### config.mk
export PLATFORM = sky130hd
export DESIGN_NAME = pc_seq_ctrl
export DESIGN_NICKNAME = d
export VERILOG_FILES = /design/src/rtl/pc_seq_ctrl.sv
export SDC_FILE = /design/constraint.sdc
export NUM_CORES = 1
export LEC_CHECK = 0
export BUFFER_PORTS_ARGS = -buffer_cell sky130_fd_sc_hd__buf_2
export CAP_MARGIN = 30
export CORE_MARGIN = 10
export CORE_UTILIZATION = 43
export DETAILED_ROUTE_END_ITERATION = 16
export PLACE_DENSITY = 0.73
export SLEW_MARGIN = 40
export SYNTH_ARGS = -nofsm -noshare
export SYNTH_HDL_FRONTEND = slang
export SYNTH_SLANG_ARGS = --single-unit
export TNS_END_PERCENT = 20
### constraint.sdc
create_clock -name clk_i -period 2.2 [get_ports clk_i]
set_input_delay 0.44 -clock clk_i [delete_from_list [all_inputs] [get_ports clk_i]]
set_output_delay 0.44 -clock clk_i [all_outputs]
set_load 0.01 [all_outputs]
### src/rtl/pc_seq_ctrl.sv
// Next-PC sequencer: picks the PC register load value/enable from sequential, redirect and exception sources.
// Optional misaligned-target trap enabled by defining PC_SEQ_ALIGN_CHECK_EN.
module pc_seq_ctrl #(
    parameter logic [31:0] RESET_PC = 32'h0000_3000,
    parameter logic [31:0] EXC_VEC  = 32'h0000_4180
) (
    input  logic        clk_i,
    input  logic        rst_ni,
    input  logic [31:0] pc_cur_i,
    input  logic        stall_i,
    input  logic        br_req_i,
    input  logic [31:0] br_target_i,
    input  logic        eret_req_i,
    input  logic [31:0] epc_i,
    input  logic        exc_req_i,
    output logic [31:0] pc_next_o,
    output logic        pc_en_o,
    output logic        flush_o,
    output logic        pend_o,
    output logic        adel_fetch_o
);

    localparam logic [31:0] WORD_MASK = 32'hFFFF_FFFC;

    typedef enum logic [1:0] {
        S_BOOT  = 2'd0,
        S_RUN   = 2'd1,
        S_PEND  = 2'd2,
        S_FLUSH = 2'd3
    } state_e;

    state_e      state_q, state_d;
    logic [31:0] pend_target_q, pend_target_d;
    logic [31:0] pc_raw;
    logic        redir_req;
    logic [31:0] redir_tgt;
    logic        redir_bad;

    // ERET outranks a branch arriving in the same cycle.
    assign redir_req = eret_req_i | br_req_i;
    assign redir_tgt = eret_req_i ? epc_i : br_target_i;

`ifdef PC_SEQ_ALIGN_CHECK_EN
    assign redir_bad = redir_req && (redir_tgt[1:0] != 2'b00);
`else
    assign redir_bad = 1'b0;
`endif

    always_comb begin
        state_d       = state_q;
        pend_target_d = pend_target_q;
        pc_raw        = RESET_PC;
        pc_en_o       = 1'b0;
        flush_o       = 1'b0;
        pend_o        = 1'b0;
        adel_fetch_o  = 1'b0;
        case (state_q)
            S_BOOT: begin
                state_d = S_RUN;
            end
            S_RUN, S_PEND: begin
                pend_o = (state_q == S_PEND);
                if (exc_req_i || redir_bad) begin
                    // Exception entry ignores stall: the faulting fetch must not proceed.
                    pc_raw       = EXC_VEC;
                    pc_en_o      = 1'b1;
                    flush_o      = 1'b1;
                    adel_fetch_o = redir_bad && !exc_req_i;
                    state_d      = S_FLUSH;
                end else if (redir_req && !stall_i) begin
                    pc_raw  = redir_tgt;
                    pc_en_o = 1'b1;
                    state_d = S_RUN;
                end else if (redir_req) begin
                    pc_raw        = redir_tgt;
                    pend_target_d = redir_tgt;
                    state_d       = S_PEND;
                end else if (state_q == S_PEND) begin
                    pc_raw  = pend_target_q;
                    pc_en_o = !stall_i;
                    state_d = stall_i ? S_PEND : S_RUN;
                end else begin
                    pc_raw  = pc_cur_i + 32'd4;
                    pc_en_o = !stall_i;
                end
            end
            S_FLUSH: begin
                pc_raw  = EXC_VEC;
                flush_o = 1'b1;
                state_d = S_RUN;
            end
            default: begin
                state_d = S_BOOT;
            end
        endcase
    end

    assign pc_next_o = pc_raw & WORD_MASK;

    always_ff @(posedge clk_i or negedge rst_ni) begin
        if (!rst_ni) begin
            state_q       <= S_BOOT;
            pend_target_q <= 32'h0;
        end else begin
            state_q       <= state_d;
            pend_target_q <= pend_target_d;
        end
    end

endmodule

==> run metrics <==
Mean Syn Cell Area a little under 8 µm²; Async SR Flop Fraction 100%; layout cells sized above 1 around 45%; Max H-tree Level 2; r2r worst-path depth 8; Layout fillers 549; synth unique cells 52; Initial Utilization between 40% and 50%; Final #Nets 676; CP endpoint kind primary output; placeable core area 0.00683 mm²; final RePlAce weighted congestion roughly 0.95; DP Wirelength 9270 µm; Net Sw Frac 40.5%; DR iter-0 viols 355; reg-to-reg slack, setup about 0.15 ns; area of the multi-input gates 0.00224 mm²; die height 104 µm; Reg area 801 µm²; Reg-to-Reg End pend_target_q[10]; Final Setup Violations 31; Slew Limit Fails 0; TritonCTS Buffers 5; status complete, but fails checks; RSZ-0062 raised after global routing yes; CTS Buffer Depth 2; Cell Area, Placed 0.00420 mm²; top cell family by delay on the critical path simple AND/OR/NAND/NOR gates; Total Die Area around 0.011 mm²; Slew HR 50.0%; sequential fraction of the synthesis area approximately a quarter; synthesis-stage register bit count 32; Crit-path slowest cell or4b_4; post-route setup slack -0.310 ns; DRT Pass-1 Iters 5; CTS tree done; IO Count ~140; global route total overflow 0; Synth Flop Type dfrtp_1; Synth Cell Area roughly 0.0030 mm²; CTS root buf clkbuf_8; reg2reg start state_q[1]; Residual DRC 0; Worst Tran Pin Value 0.750 ns; Final ANT Viol Nets 0; Skew-Pair Late Insertion Delay between 0.2 and 0.3 ns; yosys warns 0; first-pass GRT wire length 19100 µm; Post-synth EDFFs 0; fin crit share 114%; Worst-path clk slew 0.07 ns; Clock Sinks 32; I/O Buffers about 130; worst hold path class in -> async; Worst VDD drop ~0.45 mV; kind of critical path reg -> out; Critical Path Fanout Max 5; CP startpoint state_q[1]; Mapped Cells 387; clock share of power 16.0%; pin count of the biggest net entering global routing 33; number of hold buffers added after CTS 0; CP Data Required Time around 1.8 ns; GRT Resource Usage Total 21.1%; PD cells 776 mW/mm²; WL/cell between 15 and 20 µm; max cap viols 0; min Tclk post-route 2.51 ns; Routed WL 12400 µm; combinational share of power 55.2%; Max Fclk 398 MHz; CP max stage delay 0.46 ns; Syn-to-layout area delta 52.9%; critical-path cell list buf_4, ha_4, inv_1, o21ai_1, nor2_4, or4b_4, nand3_2, buf_6; Worst Skew 0.00631 ns; vias about 3900; Psw 0.00145 W; vias in the first global route 3884; Die W 104 µm; failing checks negative setup slack; leakage power total 2.16 nW; Final Hold Viols 0; antenna violations before repair 0; row count 30; CP arrival 2.07 ns; P_int between 0.002 and 0.0025 W; Buf/Inv on CP 3; Via density between 5 and 6; Ant. Diodes 0; pre-CTS worst setup slack -0.246 ns; design area 0.00463 mm²; CP startpoint kind flip-flop; sequential share of power between 20% and 30%
==> power by group through the flow <==
stage / Combinational (W) / Sequential, W / Clock, W
after CTS: 0.00180 / 0.00102 / 0.000571
after detailed placement: 0.00168 / 0.00103 / 0
after floorplan: 0.000948 / 0.00100 / 0
after global placement: 0.00163 / 0.00102 / 0
final: 0.00198 / 0.00104 / 0.000573
after global routing: 0.00215 / 0.00107 / 0.000598
==> cell type report <==
class                      instances  area share (%)
clock buffer                       6            1.57
clock inverter                     2           0.757
timing repair buffer             205            28.8
sequential                        32            17.3
inverter                           7           0.568
multi-input combinational        319            48.4
tap                               96            2.60
==> stage by stage <==
| stage | hold slack (ns) | utilization [%] | setup TNS, ns | std cells | power, W |
|---|---|---|---|---|---|
| floorplan | 0.144 | - | -0.544 | 389 | 0.00195 |
| global placement | 0.458 | 61.5 | -2.95 | 647 | 0.00265 |
| detailed placement | 0.472 | 61.5 | -3.15 | 647 | 0.00271 |
| CTS | 0.234 | 65.6 | -3.68 | 662 | 0.00339 |
| global route | 0.266 | 67.7 | -7.01 | 667 | 0.00381 |
| finish | 0.215 | 67.7 | -4.65 | 667 | 0.00359 |
==> routing by layer <==
layer / GRT usage (%) / share of wire (%) / vias to the layer above / wire length, µm
met2: 35.3 / 49 / 209 / 6050
met4: 7.95 / 2.7 / 0 / 340
met5: 0 / 0 / - / 0
met3: 5.20 / 7.7 / 28 / 956
met1: 25.3 / 41 / 1890 / 5060
li1: - / - / 1811 / -
==> worst reg2reg max path: cells and delay by family, from the launching register on <==
kind                       cells  cell delay, ns
and+or+nand+nor                2            0.48
DFF                            1            0.40
adders and majority gates      1            0.27
muxes                          1            0.33
buffers and inverters          4            0.46
==> cells in the mapped netlist, drive strengths merged (3+ instances only) <==
| cell | instances | area (µm²) |
|---|---|---|
| nand2 | 69 | 259 |
| o21ai | 51 | 255 |
| dfrtp | 32 | 801 |
| clkbuf | 22 | 82.6 |
| a221oi | 19 | 198 |
| a21boi | 18 | 135 |
| nand3 | 17 | 97.6 |
| xor2 | 16 | 140 |
| mux2i | 14 | 140 |
| nor2 | 14 | 52.6 |
| o221ai | 11 | 96.3 |
| buf | 9 | 52.6 |
| o22ai | 8 | 50.1 |
| and4 | 7 | 61.3 |
| nand4 | 7 | 50.1 |
| xnor2 | 7 | 61.3 |
| and3 | 6 | 37.5 |
| inv | 6 | 22.5 |
| a31oi | 5 | 31.3 |
| mux2 | 5 | 56.3 |
| a21oi | 4 | 20.0 |
| and2 | 4 | 25.0 |
| ha | 4 | 50.1 |
| o211ai | 4 | 30.0 |
| a31o | 3 | 26.3 |
| nor2b | 3 | 18.8 |
==> cell usage in the layout, fill, tap and decap left out, types with 3 or more instances in the layout <==
master and count:
and4_1 6, a31oi_1 4, a21oi_1 3, o21ai_0 31
xnor2_1 7, xor2_1 16, nand3_1 15, inv_2 3
nand2_1 68, inv_1 3, o221ai_1 10, clkbuf_8 5
conb_1 3, nand4_1 6, a221oi_1 7, a221oi_2 12
ha_4 3, o22ai_1 7, mux2_2 3, and3_1 6
buf_6 11, nor2_1 12, buf_12 5, buf_4 62
mux2i_1 14, o21ai_1 18, dfrtp_1 32, o211ai_1 4
a21boi_0 17, buf_2 126
==> state kept, by name, indices dropped and copies added (netlist names) <==
register / count
pend_target_q: 30
state_q: 2
==> worst max-delay path by stage <==
stage / end / slack (ns) / cells after the start
3_3_place_gp: pc_next_o[20] / -0.22 / 9
6_report: pc_next_o[23] / -0.31 / 8
2_1_floorplan: pc_next_o[9] / -0.08 / 7
4_1_cts: pc_next_o[23] / -0.26 / 8
5_1_grt: pc_next_o[23] / -0.37 / 8
3_5_place_dp: pc_next_o[16] / -0.25 / 9
==> timing repair <==
item,in CTS,in global routing
gates resized for setup,29,30
buffers inserted,8,5
pin swaps,17,6
setup endpoints to repair,30,30
==> cell families after synthesis <==
logic type	synth area share, %
AND/OR/NAND/NOR	22.9
AO/OA/AOI/OAI	30.4
buffers and inverters	5.33
flip-flops	26.4
XOR/XNOR	6.65
multiplexers	6.49
adder cells (fa/ha/maj)	1.65
other	0.124
Note: power is estimated with default switching activity, not from simulation.
